===== config.mk =====
export PLATFORM = sky130hd
export DESIGN_NAME = bus_responder
export DESIGN_NICKNAME = d
export VERILOG_FILES = /design/src/rtl/bus_responder_pkg.sv /design/src/rtl/bus_responder_counter.sv /design/src/rtl/bus_responder.sv
export SDC_FILE = /design/constraint.sdc
export NUM_CORES = 1
export LEC_CHECK = 0
export CAP_MARGIN = 20
export CORE_ASPECT_RATIO = 0.75
export CORE_MARGIN = 2
export CORE_UTILIZATION = 35
export DETAILED_ROUTE_END_ITERATION = 8
export GPL_ROUTABILITY_DRIVEN = 0
export GPL_TIMING_DRIVEN = 0
export PLACE_DENSITY = 0.64
export SETUP_SLACK_MARGIN = 0.2
export SLEW_MARGIN = 20
export SYNTH_ARGS = -nofsm -noshare
export SYNTH_HDL_FRONTEND = slang
export SYNTH_HIERARCHICAL = 1
export SYNTH_SLANG_ARGS = --single-unit

===== constraint.sdc =====
create_clock -name clk -period 2.8 [get_ports clk]
set_input_delay 0.56 -clock clk [delete_from_list [all_inputs] [get_ports clk]]
set_output_delay 0.56 -clock clk [all_outputs]
set_load 0.02 [all_outputs]

===== src/rtl/bus_responder_pkg.sv =====
// -----------------------------------------------------------------------------
// bus_responder_pkg
// Shared constants and types for the VeriRISC bus responder.
//   state_t      : 1-bit FSM encoding (ST_LOAD while booting, ST_RUN after).
//   DEF_AWIDTH   : default address width (RAM depth = 2**AWIDTH).
//   DEF_DWIDTH   : default data width.
//   DEF_IO_ADDR  : default address of the memory-mapped output port.
// -----------------------------------------------------------------------------
package bus_responder_pkg;

  typedef enum logic {
    ST_LOAD = 1'b0,
    ST_RUN  = 1'b1
  } state_t;

  localparam int DEF_AWIDTH  = 5;
  localparam int DEF_DWIDTH  = 8;
  localparam int DEF_IO_ADDR = 31;

endpackage : bus_responder_pkg


===== src/rtl/bus_responder_counter.sv =====
// -----------------------------------------------------------------------------
// bus_responder_counter
// Loadable up-counter used as the boot loader's write pointer.
// Ports:
//   clk    : clock, rising edge.
//   rst    : asynchronous active-high reset, clears count.
//   load   : synchronous load of data (has priority over enab).
//   enab   : count enable.
//   data   : value loaded when load=1.
//   count  : current count.
// -----------------------------------------------------------------------------
module bus_responder_counter #(
  parameter int WIDTH = 5
) (
  input  logic             clk,
  input  logic             rst,
  input  logic             load,
  input  logic             enab,
  input  logic [WIDTH-1:0] data,
  output logic [WIDTH-1:0] count
);

  // NOTE: clocked state is assigned with <= so every flop samples pre-edge
  // values; blocking '=' here would create order-dependent simulation.
  always_ff @(posedge clk or posedge rst) begin
    if (rst) begin
      count <= '0;
    end else if (load) begin
      count <= data;
    end else if (enab) begin
      count <= count + 1'b1;
    end
  end

endmodule : bus_responder_counter


===== src/rtl/bus_responder.sv =====
// -----------------------------------------------------------------------------
// bus_responder
// Memory-side target for the VeriRISC CPU bus: program/data RAM, one
// memory-mapped output port and a boot loader that streams a program image in
// over a valid/ready byte interface while holding the CPU in reset.
// Ports:
//   clk, rst          : clock / asynchronous active-high reset.
//   rd, wr            : CPU read / write strobes (ignored while loading).
//   addr, wdata       : CPU address and write data.
//   rdata, rdata_oe   : combinational read data and its bus drive enable.
//   ld_valid, ld_data : loader byte stream; ld_last marks the final byte.
//   ld_ready          : loader byte accepted (high only while loading).
//   cpu_rst           : registered reset to the CPU core, high until loaded.
//   io_out, io_strobe : output port register and its one-cycle write pulse.
//   bus_err           : sticky protocol-error flag (only when the macro
//                       RESP_ERR_CHECK_EN is defined).
// -----------------------------------------------------------------------------
module bus_responder
  import bus_responder_pkg::*;
#(
  parameter int AWIDTH  = DEF_AWIDTH,
  parameter int DWIDTH  = DEF_DWIDTH,
  parameter int IO_ADDR = DEF_IO_ADDR
) (
  input  logic              clk,
  input  logic              rst,
  input  logic              rd,
  input  logic              wr,
  input  logic [AWIDTH-1:0] addr,
  input  logic [DWIDTH-1:0] wdata,
  output logic [DWIDTH-1:0] rdata,
  output logic              rdata_oe,
  input  logic              ld_valid,
  input  logic [DWIDTH-1:0] ld_data,
  input  logic              ld_last,
  output logic              ld_ready,
  output logic              cpu_rst,
  output logic [DWIDTH-1:0] io_out,
  output logic              io_strobe
`ifdef RESP_ERR_CHECK_EN
  ,
  output logic              bus_err
`endif
);

  localparam int DEPTH = 1 << AWIDTH;

  logic [DWIDTH-1:0] mem [DEPTH];

  state_t            state_q, state_d;
  logic [AWIDTH-1:0] ld_ptr;
  logic              in_run, accept, ptr_full, io_hit;
  logic              mem_we;
  logic [AWIDTH-1:0] mem_waddr;
  logic [DWIDTH-1:0] mem_wdata;

  assign in_run   = (state_q == ST_RUN);
  // ld_ready is held low during rst so no byte is taken while reset is active.
  assign ld_ready = ~in_run & ~rst;
  assign accept   = ld_valid & ld_ready;
  assign ptr_full = &ld_ptr;
  assign io_hit   = (addr == AWIDTH'(IO_ADDR));

  // Pointer stops at the top entry: the full-RAM byte moves us to RUN, so the
  // pointer never wraps back over the image.
  bus_responder_counter #(.WIDTH(AWIDTH)) u_ld_ptr (
    .clk   (clk),
    .rst   (rst),
    .load  (1'b0),
    .enab  (accept & ~ptr_full),
    .data  ('0),
    .count (ld_ptr)
  );

  // NOTE: every signal written in always_comb gets a default first so no path
  // leaves it unassigned and infers a latch.
  always_comb begin
    state_d = state_q;
    case (state_q)
      ST_LOAD: if (accept && (ld_last || ptr_full)) state_d = ST_RUN;
      ST_RUN:  state_d = ST_RUN;
      default: state_d = ST_LOAD;
    endcase
  end

  always_ff @(posedge clk or posedge rst) begin
    if (rst) begin
      state_q <= ST_LOAD;
      cpu_rst <= 1'b1;
    end else begin
      state_q <= state_d;
      // Follows the registered state, so release lags entry to RUN by a cycle
      // and comes straight from a flop (glitch-free).
      cpu_rst <= ~in_run;
    end
  end

  // Single RAM write port shared by the loader and the CPU.
  always_comb begin
    mem_we    = 1'b0;
    mem_waddr = addr;
    mem_wdata = wdata;
    if (!in_run) begin
      mem_we    = accept;
      mem_waddr = ld_ptr;
      mem_wdata = ld_data;
    end else begin
      mem_we    = wr;
    end
  end

  // NOTE: the RAM has no reset; clearing an array costs a mux per bit and
  // contents deliberately survive rst (mid-load reset keeps earlier bytes).
  always_ff @(posedge clk) begin
    if (mem_we) mem[mem_waddr] <= mem_wdata;
  end

  // Zero-latency read; suppressed on rd&wr so the bus is never double-driven.
  assign rdata    = mem[addr];
  assign rdata_oe = in_run & rd & ~wr;

  always_ff @(posedge clk or posedge rst) begin
    if (rst) begin
      io_out    <= '0;
      io_strobe <= 1'b0;
    end else if (in_run && wr && io_hit) begin
      io_out    <= wdata;
      io_strobe <= 1'b1;
    end else begin
      io_strobe <= 1'b0;
    end
  end

`ifdef RESP_ERR_CHECK_EN
  always_ff @(posedge clk or posedge rst) begin
    if (rst) begin
      bus_err <= 1'b0;
    end else if ((in_run && rd && wr) || (!in_run && (rd || wr)) ||
                 (in_run && ld_valid)) begin
      bus_err <= 1'b1;
    end
  end
`endif

endmodule : bus_responder


### Yosys cells after proc, flatten, opt, wreduce, memory -nomap -nowiden

Memory sizes are Yosys's and may differ from the RTL's.
Cells that the tools add are included.

* add/subtract/negate cells: 1
* muxes and demuxes: 8
* bitwise gates (word level): 9
* reductions and logical operators: 5
* eq/ne operators: 1

Operators with widths (count)
* $mux 8: 1
* $add 5x1->5 const B: 1
* $and 1x1->1: 5
* $eq 5x5->1 const B: 1
* $mux 1: 5
* $mux 5: 1
* $reduce_and 5->1: 1
* $not 1->1: 4
* $logic_and 1x1->1: 3
* $pmux 1 s2: 1
* $logic_or 1x1->1: 1

* output and inout bits: 20
* memories: 1
* input bits: 27
* register bits: 16
* memory bits (writable): 256
* word-level logic and storage cells: 30

Memory list
* mem: depth 32, bits a word 8, read ports 1, clocked after Yosys merged registers in 0, wr ports 1, RTL line bus_responder.sv:48 `logic [DWIDTH-1:0] mem [DEPTH];`

### Depth between registers and ports, before layout

Gate-level depths: netlist of the first run.

* depth after elaboration: 6
* gate-level depth with buffers: 7
* gate-level depth less buffers: 6

### Modules after synthesis

The synthesis of the first run kept the hierarchy.

By module, submodules not included
* bus_responder: times used 1, area each 10543.9 µm², sequential area each 7963.9 µm², cells an instance 467
* bus_responder_counter: times used 1, area each 250.2 µm², sequential area each 125.1 µm², cells an instance 26

### Worst setup path after synthesis of the first run

OpenSTA, ideal clock, no wires.

* path kind: input port to output port
* from: input addr[1]
* to: output rdata[2]
* stages on the path: 5
* required time: 2.240 ns
* slack: -0.200 ns
* path buffers: 2
* data arrival time: 2.440 ns
* cell sequence: clkbuf_1 > clkbuf_1 > mux4_2 > mux4_2 > mux2_2

* cells in the longest elaborated chain, start to end: 1

Ends and longest elaborated chain
* start: declaration: RTL line bus_responder.sv:29 `input logic [AWIDTH-1:0] addr,`
* $mem_v2 32x8
* end: declaration: RTL line bus_responder.sv:31 `output logic [DWIDTH-1:0] rdata,`

No other way between the ends.

### Worst setup path after layout of the first run

* from: input addr[1]
* to: output rdata[5]

The elaborated chain is that of the path after synthesis.

==> flow_summary.toml, run 1 <==
[timing]
fin_setup_tns_ns = -1.95
period_share_pct = 111
final-hold-violation-count = 0
setup_slack_ns = -0.295
maxSlewHeadroom_pct = 23.3
tightest_slew_ns = 1.14
fin_skew_ns = 0.00749
setup_viol = 8
drv_slew = 0
finalCriticalPeriod_ns = 3.09
fmax_mhz = 323
grt_setup_unrepaired = "true"

[place]
dp_hpwl_um = 16000
io_buffers = 44

[synth]
yosys_warnings = 6
syn-mean-instance-area_sq_um = 21.9
syn_inst = 493
synth-seq-cells = 272
yosys.cell_types.count = 30
syn_area_sq_mm = 0.0108
synth_seq_area_share_pct = 74.9

[finish]
register_area_sq_mm = 0.00809
fillers = 2593
syn_to_final_growth_pct = 20.5
drive_gt1_share_pct = 36.9
nets = 608
multiInputGateArea_sq_mm = 0.00270
antenna_cells = 0

[route]
drt_first_pass_iters = 5
drcViolationCount = 0
drt-total-wl_um = 24400
wl_per_cell_um = 24.6
vias = 5272
via_per_inst = 5.31
drt_iter0_markers = 477
drtAntennaViolNets = 0

[clock_tree]
tritoncts = "yes"
clock_latency_ns = 0.51
cts_sinks = 272
cts_buffer_depth = 3
path_clk_slew_ns = 0.06
h-tree-depth = 1
root_buffer = "clkbuf_16"
cts_buffers = 25

[critical_path]
worstSetupPathDepth = 8
regToRegStartpoint = "in_run"
criticalPathCategory = "input port to output pin"
endpoint_kind = "output pin"
cp.required_ns = 2.24
rrSetupSlack_ns = 0.29
worstSetupStartpointType = "input port"
path_cells = "clkbuf_16, buf_12, buf_12, buf_16, mux4_2, mux4_2, mux2_4, buf_6"
r2r_end = "mem[18][4]"
worstPathMaxFanout = 5
cp_top_family = "multiplexers"
crit_buf_inv = 5
startpoint = "addr[1]"
reg2reg_depth = 4
arrival_ns = 2.53
slowest_delay_ns = 0.55
cp_slowest_cell = "mux4_2"
endpoint = "rdata[5]"

[power_and_ir_drop]
total_power_mw = 8.59
leakage_nw = 4.17
power_density_mw_per_mm2 = 660
peakVddDrop_v = 0.000417

[global_route]
grt_pass1_wl_um = 35200
grt_pass1_vias = 5385
grt_antenna_before_repair = 1
grt_max_degree = 33
grt_usage_pct = 15.3
gr-total-overflow = 0

[run_status]
status = "finished with violations"
failed_checks = "negative setup slack"

[floorplanning]
die_x_um = 207
fp.coreArea_sq_mm = 0.0303
placementRows = 55
initial_core_util_pct = 35.6
io_pins = 47
dieArea_sq_mm = 0.0323
fp.dieH_um = 156

[min_path]
min_path_type = "input port to asynchronous set/reset pin"

[job]
drv_cap = 0
-- sequential cells by signal, indices dropped and copies added, names as in the netlist --
| signal | flops |
|---|---|
| mem | 256 |
| io_out | 8 |
| u_ld_ptr/count | 5 |
| cpu_rst | 1 |
| in_run | 1 |
| io_strobe | 1 |
-- logic make-up after synthesis --
kind of cell / Yosys count / synth area share, %
flops: 272 / 74.9
other cells: 1 / 0.0347
buf+inv: 27 / 1.29
fa+ha+maj: 1 / 0.116
compound gates: 20 / 0.951
simple gates: 59 / 2.67
xor+xnor: 4 / 0.325
mux: 109 / 19.7
-- metal layers --
metal	wire length [um]	up-vias	global-route usage, %
li1	-	2222	-
met1	11000	2798	23.2
met2	10400	228	21.7
met3	2630	24	4.93
met4	318	0	2.63
met5	0	-	0
-- worst min-delay path by stage --
stage,from,to,depth (start not counted)
6_report,rst,u_ld_ptr/count[1],2
5_1_grt,rst,u_ld_ptr/count[1],2
4_1_cts,rst,u_ld_ptr/count[1],2
2_1_floorplan,rst,u_ld_ptr/count[0],1
3_3_place_gp,io_out[4],io_out[4],1
3_5_place_dp,io_out[1],io_out[1],1
-- worst reg2reg max path: cells and delay by family (launching register included) --
| kind | cells | cell delay (ns) |
|---|---|---|
| compound gates | 1 | 0.35 |
| flops | 1 | 0.36 |
| simple gates | 2 | 1.24 |
| buf+inv | 1 | 0.18 |
-- synthesized netlist by cell type --
| cell | number | area share [%] |
|---|---|---|
| dfstp_2 | 1 | 0.24 |
| and4_1 | 1 | 0.081 |
| nor4bb_1 | 1 | 0.093 |
| dfrtp_1 | 15 | 3.5 |
| buf_1 | 5 | 0.17 |
| and3b_1 | 4 | 0.32 |
| nand2_1 | 7 | 0.24 |
| mux2_2 | 26 | 2.7 |
| edfxtp_1 | 256 | 71 |
| nand4_1 | 3 | 0.17 |
| ha_1 | 1 | 0.12 |
| o21ai_0 | 12 | 0.56 |
| nor4b_1 | 1 | 0.081 |
| xor2_1 | 3 | 0.24 |
| buf_6 | 4 | 0.42 |
| a211oi_1 | 1 | 0.070 |
| a21oi_1 | 1 | 0.046 |
| mux2i_1 | 3 | 0.28 |
| and3_1 | 2 | 0.12 |
| clkbuf_1 | 9 | 0.31 |
| inv_1 | 3 | 0.10 |
| xnor2_1 | 1 | 0.081 |
| nand3_1 | 1 | 0.046 |
| buf_2 | 6 | 0.28 |
| conb_1 | 1 | 0.035 |
| nor3_1 | 1 | 0.046 |
| nor2_1 | 34 | 1.2 |
| o21ai_1 | 6 | 0.28 |
| nor3b_1 | 4 | 0.28 |
| mux4_2 | 80 | 17 |
-- where the power goes --
group          internal [mW]  leakage (nW)  switching [mW]  total (mW)
combinational          0.337          1.28           0.367       0.704
sequential              4.50          2.50          0.0316        4.54
clock                   1.95         0.386            1.40        3.35
total                   6.79          4.17            1.80        8.59
-- cells in the final DEF (no fill, tap or decap), drive strengths merged --
cell	synthesis	final
and3b	4	4
clkinvlp	0	2
bufinv	0	3
clkinv	0	6
ha	1	1
mux2	26	26
buf	15	34
a21oi	1	1
a211oi	1	1
xnor2	1	1
dlygate4sd2	0	1
and3	2	2
clkbuf	9	40
nand3	1	1
nor3	1	1
o21ai	18	18
nor4b	1	1
conb	1	6
dfrtp	15	15
inv	3	3
nor2	34	34
mux2i	3	3
mux4	80	80
nand2	7	7
clkdlybuf4s50	0	33
edfxtp	256	256
nor4bb	1	1
dfstp	1	1
and4	1	1
xor2	3	3
nor3b	4	4
nand4	3	3
-- cell type report --
cell class	instances	area share (%)
well taps	399	3.84
flip-flops and latches	272	62.2
clock buffers	29	5.08
inverters	3	0.0866
clock inverters	11	1.05
repair buffers	55	4.71
plain buffers	24	2.32
multi-input cells	199	20.7
-- metrics by stage --
step / setup slack (ns) / util, % / area, sq um / cells / hold slack [ns]
3_5_place_dp: -1.82 / 39.1 / 11800 / 941 / 0.495
6_report: -0.295 / 43.0 / 13000 / 992 / 0.417
3_3_place_gp: -1.77 / 39.1 / 11800 / 941 / 0.491
4_1_cts: -0.285 / 42.5 / 12900 / 989 / 0.393
2_1_floorplan: 0.0276 / - / 10900 / 498 / 0.339
5_1_grt: -0.345 / 43.0 / 13000 / 992 / 0.438
-- repair_timing --
action,in CTS,in global routing
pin swaps,0,0
endpoints found under the setup margin,300,169
cloned,2,2
resized for setup,104,32
setup buffers,6,1
hold buffers,0,0
(Power assumes the default switching activity.)
==> run 2: changes to the inputs <==
--- a/config.mk
+++ b/config.mk
@@ -5,10 +5,10 @@
 export SDC_FILE = /design/constraint.sdc
 export NUM_CORES = 1
 export LEC_CHECK = 0
-export CAP_MARGIN = 20
 export CORE_ASPECT_RATIO = 0.75
 export CORE_MARGIN = 2
 export CORE_UTILIZATION = 35
+export CTS_CLUSTER_SIZE = 14
 export DETAILED_ROUTE_END_ITERATION = 8
 export GPL_ROUTABILITY_DRIVEN = 0
 export GPL_TIMING_DRIVEN = 0
==> flow_summary.toml, run 2 (synthesis gave the netlist of run 1 again) <==
[finish]
drive_gt1_share_pct = 36.7
final_area_sq_mm = 0.0130
largest_reg_flops = 256
utilization_pct = 42.9
layout_commonest_cell = "edfxtp_1"
nets = 612
final_cells = 996
antenna_cells = 0
reg_top3 = "mem x256, io_out x8, u_ld_ptr/count x5"
layout_common_cells = "256 x edfxtp_1, 80 x mux4_2, 33 x clkdlybuf4s50_1, 30 x nor2_2, 27 x clkbuf_16"
syn_to_final_growth_pct = 20.3
largest_register = "mem"

[min_path]
min_path_type = "input port to asynchronous set/reset pin"

[clock_tree]
root_buffer = "clkbuf_16"
cts_hold_buf = 0
clock_latency_ns = 0.51
cts_sinks = 272
tritoncts = "yes"
cts_buffers = 25
h-tree-depth = 1
path_clk_slew_ns = 0.06
cts_buffer_depth = 3

[route]
via_per_inst = 5.33
drt_iter0_markers = 482
drt_first_pass_iters = 5
drcViolationCount = 0
wl_per_cell_um = 24.5
vias = 5308
drtAntennaViolNets = 0
drt-total-wl_um = 24400

[power_and_ir_drop]
peakVddDrop_v = 0.000394
total_power_mw = 8.34
leakage_nw = 4.16
power_density_mw_per_mm2 = 642

[timing]
grt_setup_unrepaired = "true"
setup_slack_ns = -0.331
final-hold-violation-count = 0
maxSlewHeadroom_pct = 24.1
period_share_pct = 112
fmax_mhz = 319
holdWs_ns = 0.419
setup_viol = 8
fin_skew_ns = 0.00942
tightest_slew_ns = 1.13
finalCriticalPeriod_ns = 3.13
fin_setup_tns_ns = -2.41
drv_slew = 0

[job]
drv_cap = 0

[critical_path]
rrSetupSlack_ns = 0.28
cp.required_ns = 2.24
reg2reg_depth = 4
worstSetupStartpointType = "input port"
r2r_end = "mem[16][0]"
worstPathMaxFanout = 6
criticalPathCategory = "input port to output pin"
arrival_ns = 2.57
endpoint_kind = "output pin"
regToRegStartpoint = "in_run"

[place]
place_area_sq_mm = 0.0118
pre_cts_slack_ns = -1.82
dp.cells = 941
io_buffers = 44
dp_hpwl_um = 16000

[run_status]
failed_checks = "negative setup slack"
status = "finished with violations"

[floorplanning]
fp.coreArea_sq_mm = 0.0303
dieArea_sq_mm = 0.0323
placementRows = 55
io_pins = 47
initial_core_util_pct = 35.6
die_x_um = 207
fp.dieH_um = 156

[global_route]
grt_max_degree = 33
grt_pass1_wl_um = 35500
gr-total-overflow = 0
grt_pass1_vias = 5397
grt_antenna_before_repair = 1
grt_usage_pct = 15.4
-- run 2: cell types whose count changed in the layout (fill, tap and decap cells not counted), sizes merged --
cell           change
clkbuf             +4
clkinvlp           -2
bufinv             -3
clkdlybuf4s15      +1
clkinv             -1
buf                +5
-- run 2: critical path, cell delays in order --
cell,delay [ns]
clkbuf_16,0.12
buf_12,0.13
buf_4,0.14
buf_16,0.13
mux4_2,0.55
mux4_2,0.48
mux2_4,0.31
buf_6,0.14
-- run 2: final cells by class --
cell class | count | area (sq um)
Buffer | 24 | 309
Clock buffer | 35 | 703
Clock inverter | 5 | 22.5
Fill cell | 2588 | 17300
Inverter | 3 | 11.3
Multi-Input combinational cell | 199 | 2700
Sequential cell | 272 | 8090
Tap cell | 399 | 499
Timing Repair Buffer | 59 | 658
-- run 2: power breakdown --
part | internal [mW] | leakage [nW] | total (mW) | switching, mW
clock network | 1.73 | 0.359 | 3.09 | 1.36
logic | 0.344 | 1.30 | 0.715 | 0.371
registers | 4.51 | 2.50 | 4.54 | 0.0314
total | 6.58 | 4.16 | 8.34 | 1.76
-- run 2: worst max-delay path by stage --
stage | start | to | cells past startpoint
2_1_floorplan | addr[1] | rdata[0] | 6
3_3_place_gp | addr[2] | rdata[0] | 7
3_5_place_dp | addr[2] | rdata[0] | 7
4_1_cts | addr[1] | rdata[5] | 9
5_1_grt | addr[1] | rdata[5] | 9
6_report | addr[1] | rdata[5] | 8
-- run 2: per-layer routing --
metal / track usage, % / routed length, um / up-vias
met3: 4.57 / 2460 / 26
met4: 2.09 / 318 / 0
met5: 0 / 0 / -
met1: 23.6 / 11200 / 2817
li1: - / - / 2234
met2: 22.0 / 10400 / 231
-- run 2: what timing repair did --
item | in CTS | in global routing
cloned | 3 | 0
hold endpoints to repair | 0 | 0
setup endpoints to repair | 294 | 185
setup buffers | 10 | 2
gates resized for setup | 109 | 33
